**src/rtl/load_store_unit.sv**
```systemverilog
// ============================================================================
// Module      : load_store_unit
// Description : Initiator side of the word-wide, byte-addressed data-RAM port.
//               Performs RV32I loads with extension, and byte/half stores as a
//               read-modify-write. Rejects protected/out-of-range accesses.
// Revision    : 1.0 - initial release
// ============================================================================
`default_nettype none

module load_store_unit #(
    parameter int unsigned PROT_LIMIT       = 23,
    parameter int unsigned MEM_BYTES        = 64,
    parameter bit          MISALIGNED_FAULT = 1'b0
) (
    input  logic        clk,
    input  logic        rst,
    input  logic        req_valid,
    output logic        req_ready,
    input  logic        req_we,
    input  logic [2:0]  req_funct3,
    input  logic [31:0] req_addr,
    input  logic [31:0] req_wdata,
    output logic        resp_valid,
    output logic [31:0] resp_rdata,
    output logic        resp_fault,
    output logic        ram_read_en,
    output logic        ram_write_en,
    output logic [31:0] ram_addr,
    output logic [31:0] ram_write_data,
    input  logic [31:0] ram_read_data
);

    localparam logic [32:0] c_mem_end = 33'(MEM_BYTES);

    localparam logic [2:0] c_f3_b  = 3'b000;
    localparam logic [2:0] c_f3_h  = 3'b001;
    localparam logic [2:0] c_f3_w  = 3'b010;
    localparam logic [2:0] c_f3_bu = 3'b100;
    localparam logic [2:0] c_f3_hu = 3'b101;

    typedef enum logic [1:0] {
        S_IDLE  = 2'd0,
        S_READ  = 2'd1,
        S_WRITE = 2'd2,
        S_RESP  = 2'd3
    } state_t;

    state_t      r_state;
    logic        r_we;
    logic [2:0]  r_funct3;
    logic [31:0] r_addr;
    logic [31:0] r_wdata;
    logic [31:0] r_word;

    logic [2:0]  w_size;
    logic [32:0] w_end;
    logic        w_bad_f3;
    logic        w_misaligned;
    logic        w_fault;
    logic        w_is_sw;
    logic [31:0] w_load;
    logic [31:0] w_store_word;

    // Access checks on the live request. The 33-bit end address cannot wrap,
    // so addresses near 0xFFFFFFFF land in the out-of-range term.
    always_comb begin
        case (req_funct3[1:0])
            2'b01:   w_size = 3'd2;
            2'b10:   w_size = 3'd4;
            default: w_size = 3'd1;
        endcase
        w_end = {1'b0, req_addr} + {30'd0, w_size};

        if (req_we) begin
            w_bad_f3 = (req_funct3 != c_f3_b) && (req_funct3 != c_f3_h) &&
                       (req_funct3 != c_f3_w);
        end else begin
            w_bad_f3 = (req_funct3 == 3'b011) || (req_funct3 == 3'b110) ||
                       (req_funct3 == 3'b111);
        end

        w_misaligned = ((req_funct3[1:0] == 2'b01) && req_addr[0]) ||
                       ((req_funct3[1:0] == 2'b10) && (req_addr[1:0] != 2'b00));

        w_fault = (req_addr <= PROT_LIMIT) || (w_end > c_mem_end) || w_bad_f3 ||
                  (MISALIGNED_FAULT && w_misaligned);

        w_is_sw = req_we && (req_funct3 == c_f3_w);
    end

    // The addressed byte is lane 0 of the RAM word, so extension works in place.
    always_comb begin
        case (r_funct3)
            c_f3_b:  w_load = {{24{ram_read_data[7]}}, ram_read_data[7:0]};
            c_f3_h:  w_load = {{16{ram_read_data[15]}}, ram_read_data[15:0]};
            c_f3_bu: w_load = {24'd0, ram_read_data[7:0]};
            c_f3_hu: w_load = {16'd0, ram_read_data[15:0]};
            default: w_load = ram_read_data;
        endcase
    end

    always_comb begin
        case (r_funct3[1:0])
            2'b00:   w_store_word = {r_word[31:8], r_wdata[7:0]};
            2'b01:   w_store_word = {r_word[31:16], r_wdata[15:0]};
            default: w_store_word = r_wdata;
        endcase
    end

    assign ram_addr       = r_addr;
    assign ram_write_data = ram_write_en ? w_store_word : 32'd0;

    always_ff @(posedge clk or posedge rst) begin
        if (rst) begin
            r_state      <= S_IDLE;
            r_we         <= 1'b0;
            r_funct3     <= 3'd0;
            r_addr       <= 32'd0;
            r_wdata      <= 32'd0;
            r_word       <= 32'd0;
            req_ready    <= 1'b1;
            resp_valid   <= 1'b0;
            resp_rdata   <= 32'd0;
            resp_fault   <= 1'b0;
            ram_read_en  <= 1'b0;
            ram_write_en <= 1'b0;
        end else begin
            case (r_state)
                S_IDLE: begin
                    if (req_valid) begin
                        r_we      <= req_we;
                        r_funct3  <= req_funct3;
                        r_addr    <= req_addr;
                        r_wdata   <= req_wdata;
                        req_ready <= 1'b0;
                        if (w_fault) begin
                            r_state    <= S_RESP;
                            resp_valid <= 1'b1;
                            resp_fault <= 1'b1;
                            resp_rdata <= 32'd0;
                        end else if (w_is_sw) begin
                            r_state      <= S_WRITE;
                            ram_write_en <= 1'b1;
                        end else begin
                            r_state     <= S_READ;
                            ram_read_en <= 1'b1;
                        end
                    end
                end
                S_READ: begin
                    r_word      <= ram_read_data;
                    ram_read_en <= 1'b0;
                    if (r_we) begin
                        r_state      <= S_WRITE;
                        ram_write_en <= 1'b1;
                    end else begin
                        r_state    <= S_RESP;
                        resp_valid <= 1'b1;
                        resp_fault <= 1'b0;
                        resp_rdata <= w_load;
                    end
                end
                S_WRITE: begin
                    ram_write_en <= 1'b0;
                    r_state      <= S_RESP;
                    resp_valid   <= 1'b1;
                    resp_fault   <= 1'b0;
                    resp_rdata   <= 32'd0;
                end
                default: begin
                    resp_valid <= 1'b0;
                    req_ready  <= 1'b1;
                    r_state    <= S_IDLE;
                end
            endcase
        end
    end

endmodule

`default_nettype wire

```
**config.mk**
```make
export PLATFORM = sky130hd
export DESIGN_NAME = load_store_unit
export DESIGN_NICKNAME = d
export VERILOG_FILES = /design/src/rtl/load_store_unit.sv
export SDC_FILE = /design/constraint.sdc
export NUM_CORES = 1
export LEC_CHECK = 0
export ABC_AREA = 1
export BUFFER_PORTS_ARGS = -buffer_cell sky130_fd_sc_hd__buf_4
export CORE_AREA = 8 8 152 154
export CTS_CLUSTER_DIAMETER = 40
export DETAILED_ROUTE_END_ITERATION = 6
export DIE_AREA = 0 0 160 162
export PLACE_DENSITY_LB_ADDON = 0.25
export RECOVER_POWER = 25
export SETUP_SLACK_MARGIN = 0.1
export SYNTH_ARGS = -nofsm -noshare
export SYNTH_HDL_FRONTEND = slang
export SYNTH_SLANG_ARGS = --single-unit
```
**constraint.sdc**
```tcl
create_clock -name clk -period 5.1 [get_ports clk]
set_clock_uncertainty 0.15 [all_clocks]
set_input_delay 0 -clock clk [delete_from_list [all_inputs] [get_ports clk]]
set_output_delay 0 -clock clk [all_outputs]
set_load 0.03 [all_outputs]
```
==> out/results.tsv, run 1 <==
stage	metric	value	unit
worst_setup_path	FF-to-FF setup slack	2.25	ns
drt	DRC Markers	0	
clock_tree	htree depth	4	
pwr	Sw Pwr	2.68	mW
min_path	worst min-delay path category	input pin to register	
clock_tree	worst skew pair latency	0.41	ns
flow_run	MaxCap Viol Count	1	
drt	initial DRC count	472	
cells_and_area	Post-Layout Cell Count	1488	
logic_synthesis	sequential area share after synthesis	46.1	%
pwr	Max VDD drop	0.276	mV
cells_and_area	post-layout net count	1316	
logic_synthesis	syn_nets	1028	
timing	Final Max Tran Viols	79	
drt	via count	7161	
logic_synthesis	cell taking the most area after synthesis	dfrtp_1	
logic_synthesis	#FFs+latches synth	131	
drt	DR WL/cell	15.9	µm
worst_setup_path	Worst Path Arrival	4.12	ns
timing	Hold Vio Cnt, Final	0	
placement	GPL Wtd Cong	0.952	
clock_tree	Resized cells post-CTS	0	
worst_setup_path	Crit Path Max Fanout	34	
placement	Port Buffers	203	
floorplan	row count	53	
global_routing	largest net degree at the start of global routing	97	
clock_tree	clock sinks	131	
clock_tree	Max Root-Sink Buffers	2	
drt	WL final	23600	µm
global_routing	Remaining Overflow, GRT	0	
run_status	run status	finished with violations	
pwr	switching share of power	45.1	%
timing	Final Critical Period	3.92	ns
global_routing	vias in the first global route	7219	
cells_and_area	layout cells sized above 1	23.5	%
placement	placed inst area	8860	µm²
worst_setup_path	Worst Setup End Kind	register	
worst_setup_path	Data required, critical path	5.30	ns
logic_synthesis	syn_area_per_cell	7.79	µm²
logic_synthesis	Mapped Cells	912	
pwr	clock network fraction of total power	21.3	%
clock_tree	CTS Buf Count	17	
logic_synthesis	Top FF cell, synth	dfrtp_1	
logic_synthesis	post-synthesis cell type count	32	
drt	Detailed Routing Iterations Pass 1	5	
cells_and_area	fin area	10400	µm²
logic_synthesis	post-synth top area share	45.8	%
timing	Tightest Pin Transition	3.10	ns
logic_synthesis	synth warn	0	
logic_synthesis	largest cells by area after synthesis	dfrtp_1 46%, nand2_1 14%, o21ai_0 6.8%	
global_routing	global-route wire length before repair	38400	µm
worst_setup_path	Worst R2R Path Depth	8	
logic_synthesis	ys async rst share	100	%
drt	routed vias/inst	4.81	
min_path	Hold Path Depth	3	
floorplan	full die area	25900	µm²
placement	post-DP HPWL	16600	µm
timing	setup_tns	0	ns
drt	Final ANT Viol Nets	0	
pwr	Final Total Pwr	5.95	mW
logic_synthesis	EDFF count, synth	0	
global_routing	GRT Util Overall	18.1	%
floorplan	initial core utilization	34.4	%
floorplan	Die W	160	µm
clock_tree	clk root buf	clkbuf_16	
pwr	P_int	3.27	mW
floorplan	die height	162	µm
floorplan	core area	20700	µm²
run_status	violated checks	max-capacitance violations, max-slew violations	
global_routing	initial antenna violation count	0	
floorplan	boundary pin count	204	
timing	fmax	0.255	GHz
clock_tree	postcts setup bufs	0	
clock_tree	CTS tree	built	
pwr	sequential share of power	30.0	%
worst_setup_path	crit path launch type	input pin	
clock_tree	Clock transition at path regs	0.07	ns
placement	dpl cells	1354	
cells_and_area	diode count	0	
pwr	PwrDens	571	nW/µm²
pwr	Combinational Power Share	48.7	%
timing	Max-slew headroom	-107	%
timing	Final period util	76.9	%
timing	Setup-failing EPs final	0	
logic_synthesis	Synth Cell Area	7110	µm²
worst_setup_path	worst setup path class	input pin to register	
cells_and_area	Layout area overhead	46.7	%
timing	RSZ-0062 raised after global routing	no	
pwr	Lkg Pwr	5.27	nW
## repair_timing
item,in CTS,in global routing
endpoints found under the setup margin,0,0
hold buffers,102,0
endpoints found under the hold margin,205,0
## state kept, by name, indices dropped and copies added (netlist names)
register / count
ram_addr: 32
ram_read_en: 1
r_word: 24
ram_write_en: 1
r_funct3: 3
r_state: 2
req_ready: 1
resp_rdata: 32
resp_fault: 1
resp_valid: 1
r_we: 1
r_wdata: 32
## critical path, cell delays in order
cell	delay (ns)
dlygate4sd3_1	0.52
buf_4	0.13
inv_1	0.07
ha_1	0.29
inv_1	0.05
ha_1	0.20
fa_1	0.45
nand3_1	0.12
nand2_1	0.11
nand2_1	0.18
nor2_4	0.07
nand2_1	0.06
nand2_1	0.05
nand2_1	0.06
nand2_1	0.05
nor2_1	0.12
nand3_1	0.10
nor2_2	0.13
nand3_2	0.58
nand3_4	0.57
nand2_1	0.11
nand2_1	0.08
## cells by family after synthesis
family	after synthesis	synth area share, %
xor gates and xnor gates	6	0.739
adders and majority gates	13	2.39
AOI/OAI and AO/OA	129	9.19
buffers and inverters	134	7.46
DFF	131	46.1
muxes	40	6.34
and+or+nand+nor	459	27.7
## synthesized netlist by cell type (3+ instances only)
cell type    n
dfrtp_1    130
nand3_1     35
xor2_1       5
buf_2        4
nand4_1     46
mux2_2      40
a21oi_1     27
nor2_2       6
buf_1        5
clkbuf_1    29
buf_6        3
ha_1        12
nand2_1    261
nor2_4       3
nor2_1      97
inv_1       90
o21ai_0     97
## routing by layer
layer  vias to the layer above  GRT usage [%]  share of wire (%)
met2                       244           29.4                 46
met5                         -              0                  0
met1                      3352           23.5                 46
met3                        24           4.91                7.0
li1                       3541              -                  -
met4                         0           4.84                1.2
## through the flow
step | hold WS [ns] | worst slack, ns | utilization (%)
finish | 0.209 | 1.18 | 50.4
global route | 0.197 | 0.758 | 50.4
CTS | 0.156 | 1.22 | 50.7
detailed placement | 0.0525 | 1.36 | 42.8
global placement | 0.0384 | 1.45 | 42.8
floorplan | -0.0290 | 1.45 | -
## final timing paths
kind | from | to
max in group asynchronous | rst | r_state[0]
hold / removal | req_wdata[21] | r_wdata[21]
setup / recovery | req_funct3[0] | resp_rdata[11]
min in group asynchronous | rst | ram_addr[8]
hold reg to reg | resp_rdata[1] | resp_rdata[1]
setup reg to reg | r_state[0] | resp_rdata[11]
## cells in the final DEF, fill, tap and decap left out, types with 2 or more instances in the layout
cell	netlist	routed
inv_8	0	2
dfrtp_1	130	130
nand4_1	46	46
dlygate4sd3_1	0	102
o21ai_1	2	2
nor3_1	2	2
and2_1	2	2
nor2_1	97	97
mux2_2	40	40
inv_1	90	90
clkinv_4	0	3
clkinvlp_4	0	2
nor2_4	3	3
bufinv_16	0	2
nand2_2	2	2
clkbuf_1	29	13
nand3_4	2	2
o21ai_0	97	97
o21a_1	2	2
clkinv_1	2	2
clkbuf_16	0	17
nand3_1	35	35
nand2_1	261	260
a21oi_1	27	26
nor2_2	6	6
ha_1	12	12
inv_6	0	5
xor2_1	5	5
buf_4	0	194
## area by class of cell
class,count,area (µm²)
fill,2021,10300
multi-input combinational,647,3320
sequential,131,3280
timing repair buffer,310,2530
clock buffer,18,439
inverter,93,349
tap,275,344
clock inverter,14,168
## power groups by stage
stage          Clock, mW  Sequential, mW  Combinational [mW]
2_1_floorplan          0            2.06                1.63
3_3_place_gp           0            1.79                2.86
3_5_place_dp           0            1.80                2.89
4_1_cts             1.30            1.78                2.96
5_1_grt             1.34            1.85                3.18
6_report            1.27            1.79                2.90
Power figures use the tool's default switching activity.
==> run 2, diff against run 1 <==
Settings changed: ABC_AREA 1 to 0, CORE_AREA 8 8 152 154 to 8 8 150 152, DIE_AREA 0 0 160 162 to 0 0 158 160.
Clock period 5.1 ns to 3.75 ns, I/O delays scaled along.
==> run 2 against run 1 <==
Sequential power rose by 39%. Critical path type unchanged. Largest power group unchanged. The flow still finishes with violations (max-capacitance violations, max-slew violations). Synthesized area fell by 3.3%. Final area fell by 3.5%. Power rose by 41%. Critical endpoint is now resp_rdata[21].
==> out/results.tsv, run 2 <==
stage	metric	value	unit
logic_synthesis	EDFF count, synth	0	
floorplan	full die area	25300	µm²
worst_setup_path	Data required, critical path	3.89	ns
floorplan	core area	20000	µm²
pwr	PwrDens	835	nW/µm²
placement	pre-CTS setup slack	0.0926	ns
timing	Hold Vio Cnt, Final	0	
logic_synthesis	ys async rst share	100	%
clock_tree	CTS tree	built	
pwr	sequential share of power	29.6	%
logic_synthesis	cell taking the most area after synthesis	dfrtp_1	
pwr	Lkg Pwr	4.55	nW
logic_synthesis	syn_nets	747	
drt	routed vias/inst	4.88	
global_routing	largest net degree at the start of global routing	100	
run_status	run status	finished with violations	
global_routing	Remaining Overflow, GRT	0	
run_status	violated checks	max-capacitance violations, max-slew violations	
timing	worst setup margin	0.302	ns
pwr	clock network fraction of total power	21.6	%
drt	DR WL/cell	17.3	µm
logic_synthesis	Mapped Cells	631	
worst_setup_path	Crit Path Max Fanout	32	
pwr	Combinational Power Share	48.8	%
worst_setup_path	Worst Setup End Kind	register	
clock_tree	clk root buf	clkbuf_16	
clock_tree	Max Root-Sink Buffers	2	
logic_synthesis	most frequent cell after synthesis	dfrtp_1	
timing	Final Max Tran Viols	100	
floorplan	boundary pin count	204	
cells_and_area	area of the multi-input gates	3270	µm²
logic_synthesis	post-synthesis cell type count	59	
logic_synthesis	Top FF cell, synth	dfrtp_1	
drt	Final ANT Viol Nets	0	
placement	dpl cells	1077	
global_routing	global-route wire length before repair	33800	µm
timing	fmax	0.290	GHz
clock_tree	worst skew pair latency	0.41	ns
cells_and_area	commonest non-fill, non-tap cell in the layout	buf_4	
cells_and_area	Post-Layout Cell Count	1211	
worst_setup_path	Worst Path Arrival	3.59	ns
timing	Tightest Pin Transition	2.23	ns
timing	Setup-failing EPs final	0	
pwr	switching share of power	41.9	%
timing	Final period util	91.9	%
timing	RSZ-0062 raised after global routing	no	
timing	setup_tns	0	ns
logic_synthesis	#FFs+latches synth	131	
pwr	Max VDD drop	0.460	mV
drt	via count	5908	
floorplan	row count	52	
global_routing	initial antenna violation count	0	
logic_synthesis	Synth top cells by count	130 x dfrtp_1, 99 x mux2_2, 50 x nand2_1, 45 x inv_1, 28 x mux2i_1	
logic_synthesis	synth warn	0	
logic_synthesis	Synth Cell Area	6870	µm²
drt	DRC Markers	0	
placement	GPL Wtd Cong	0.820	
logic_synthesis	largest cells by area after synthesis	dfrtp_1 47%, mux2_2 16%, mux2i_1 4.1%	
cells_and_area	post-layout net count	1044	
timing	Max-slew headroom	-48.4	%
cells_and_area	most frequent cells in the layout	143 x buf_4, 130 x dfrtp_1, 102 x dlygate4sd3_1	
min_path	worst min-delay path category	input pin to register	
cells_and_area	Layout area overhead	46.5	%
cells_and_area	layout cells sized above 1	30.2	%
pwr	P_int	4.89	mW
global_routing	GRT Util Overall	16.7	%
floorplan	Die W	158	µm
pwr	Sw Pwr	3.52	mW
logic_synthesis	syn_area_per_cell	10.9	µm²
clock_tree	CTS Buf Count	17	
worst_setup_path	worst setup path class	input pin to register	
floorplan	die height	160	µm
clock_tree	htree depth	4	
clock_tree	Clock transition at path regs	0.06	ns
worst_setup_path	crit path launch type	input pin	
placement	Port Buffers	203	
logic_synthesis	sequential area share after synthesis	47.7	%
logic_synthesis	post-synth top area share	47.3	%
clock_tree	clock sinks	131	
floorplan	initial core utilization	34.3	%
cells_and_area	Fillers	1899	
cells_and_area	diode count	0	
flow_run	MaxCap Viol Count	1	
placement	post-DP HPWL	14200	µm
drt	initial DRC count	272	
timing	Final Critical Period	3.45	ns
drt	WL final	21000	µm
drt	Detailed Routing Iterations Pass 1	5	
cells_and_area	sequential cell area	3280	µm²
global_routing	vias in the first global route	6387	
## run 2: changes by cell type after synthesis, moves of 8 or more
cell,before,now
a21boi_0,0,9
and2_1,2,10
and3_1,1,10
inv_1,90,45
mux2_2,40,99
mux2i_1,0,28
nand2_1,261,50
nand3_1,35,15
nand4_1,46,10
nor2_1,97,12
nor2b_1,0,20
nor4_1,0,10
o21ai_0,97,25
## run 2: area by class of cell
cell class,instances,area share (%)
clock buffer,19,4.40
inverter,45,1.71
multi-input combinational,419,32.4
tap,270,3.36
sequential,131,32.6
timing repair buffer,314,23.5
clock inverter,13,1.99
## run 2: power groups by stage
stage	Combinational [mW]	Sequential, mW	Clock, mW
2_1_floorplan	2.32	3.03	0
3_3_place_gp	4.29	2.49	0
3_5_place_dp	4.33	2.52	0
4_1_cts	4.42	2.50	1.87
5_1_grt	4.42	2.58	1.92
6_report	4.10	2.49	1.81
## run 2: path summary, 6_finish.rpt
kind | start | endpoint | slack [ns] | depth (start not counted)
max | req_addr[0] | resp_rdata[21] | 0.30 | 13
min | req_funct3[1] | ram_write_en | 0.15 | 5
max reg2reg | r_state[1] | resp_rdata[21] | 1.19 | 7
min reg2reg | ram_addr[25] | ram_addr[25] | 0.34 | 2
max in group asynchronous | rst | r_word[29] | 1.59 | 4
min in group asynchronous | rst | r_wdata[3] | 0.62 | 3
## run 2: stage by stage
stage	power [mW]	instance area, µm²	hold WS (ns)	util [%]
global route	8.92	10100	0.195	50.2
CTS	8.79	10300	0.138	51.5
floorplan	5.35	6870	-0.0160	-
global placement	6.78	8660	0.0770	43.2
finish	8.40	10100	0.147	50.2
detailed placement	6.85	8660	0.0844	43.2
## run 2: cell families after synthesis
| family | synth area share [%] |
|---|---|
| multiplexers | 21.1 |
| buffers and inverters | 4.93 |
| XOR/XNOR | 1.02 |
| AO/OA/AOI/OAI | 9.08 |
| flip-flops | 47.7 |
| adder cells (fa/ha/maj) | 2.48 |
| AND/OR/NAND/NOR | 13.7 |
## run 2: worst max-delay path, cell delays in order
cell           delay (ns)
dlygate4sd3_1        0.55
buf_4                0.14
ha_1                 0.21
fa_1                 0.40
a21oi_1              0.27
or2_1                0.23
nor4_1               0.08
a2111o_1             0.42
a2111oi_4            0.36
nand2_2              0.12
o21ai_4              0.19
buf_12               0.24
mux2_2               0.36
## run 2: timing repair
item / in CTS / in global routing
hold buffers: 102 / 0
gates resized for setup: 0 / 0
buffers inserted: 0 / 0
hold endpoints to repair: 226 / 0
## run 2: per-layer routing
metal	vias up	share of wire, %	global-route usage, %
li1	2837	-	-
met1	2866	44	20.8
met2	180	47	27.7
met3	25	6.9	4.45
met4	0	1.6	5.32
met5	-	0	0
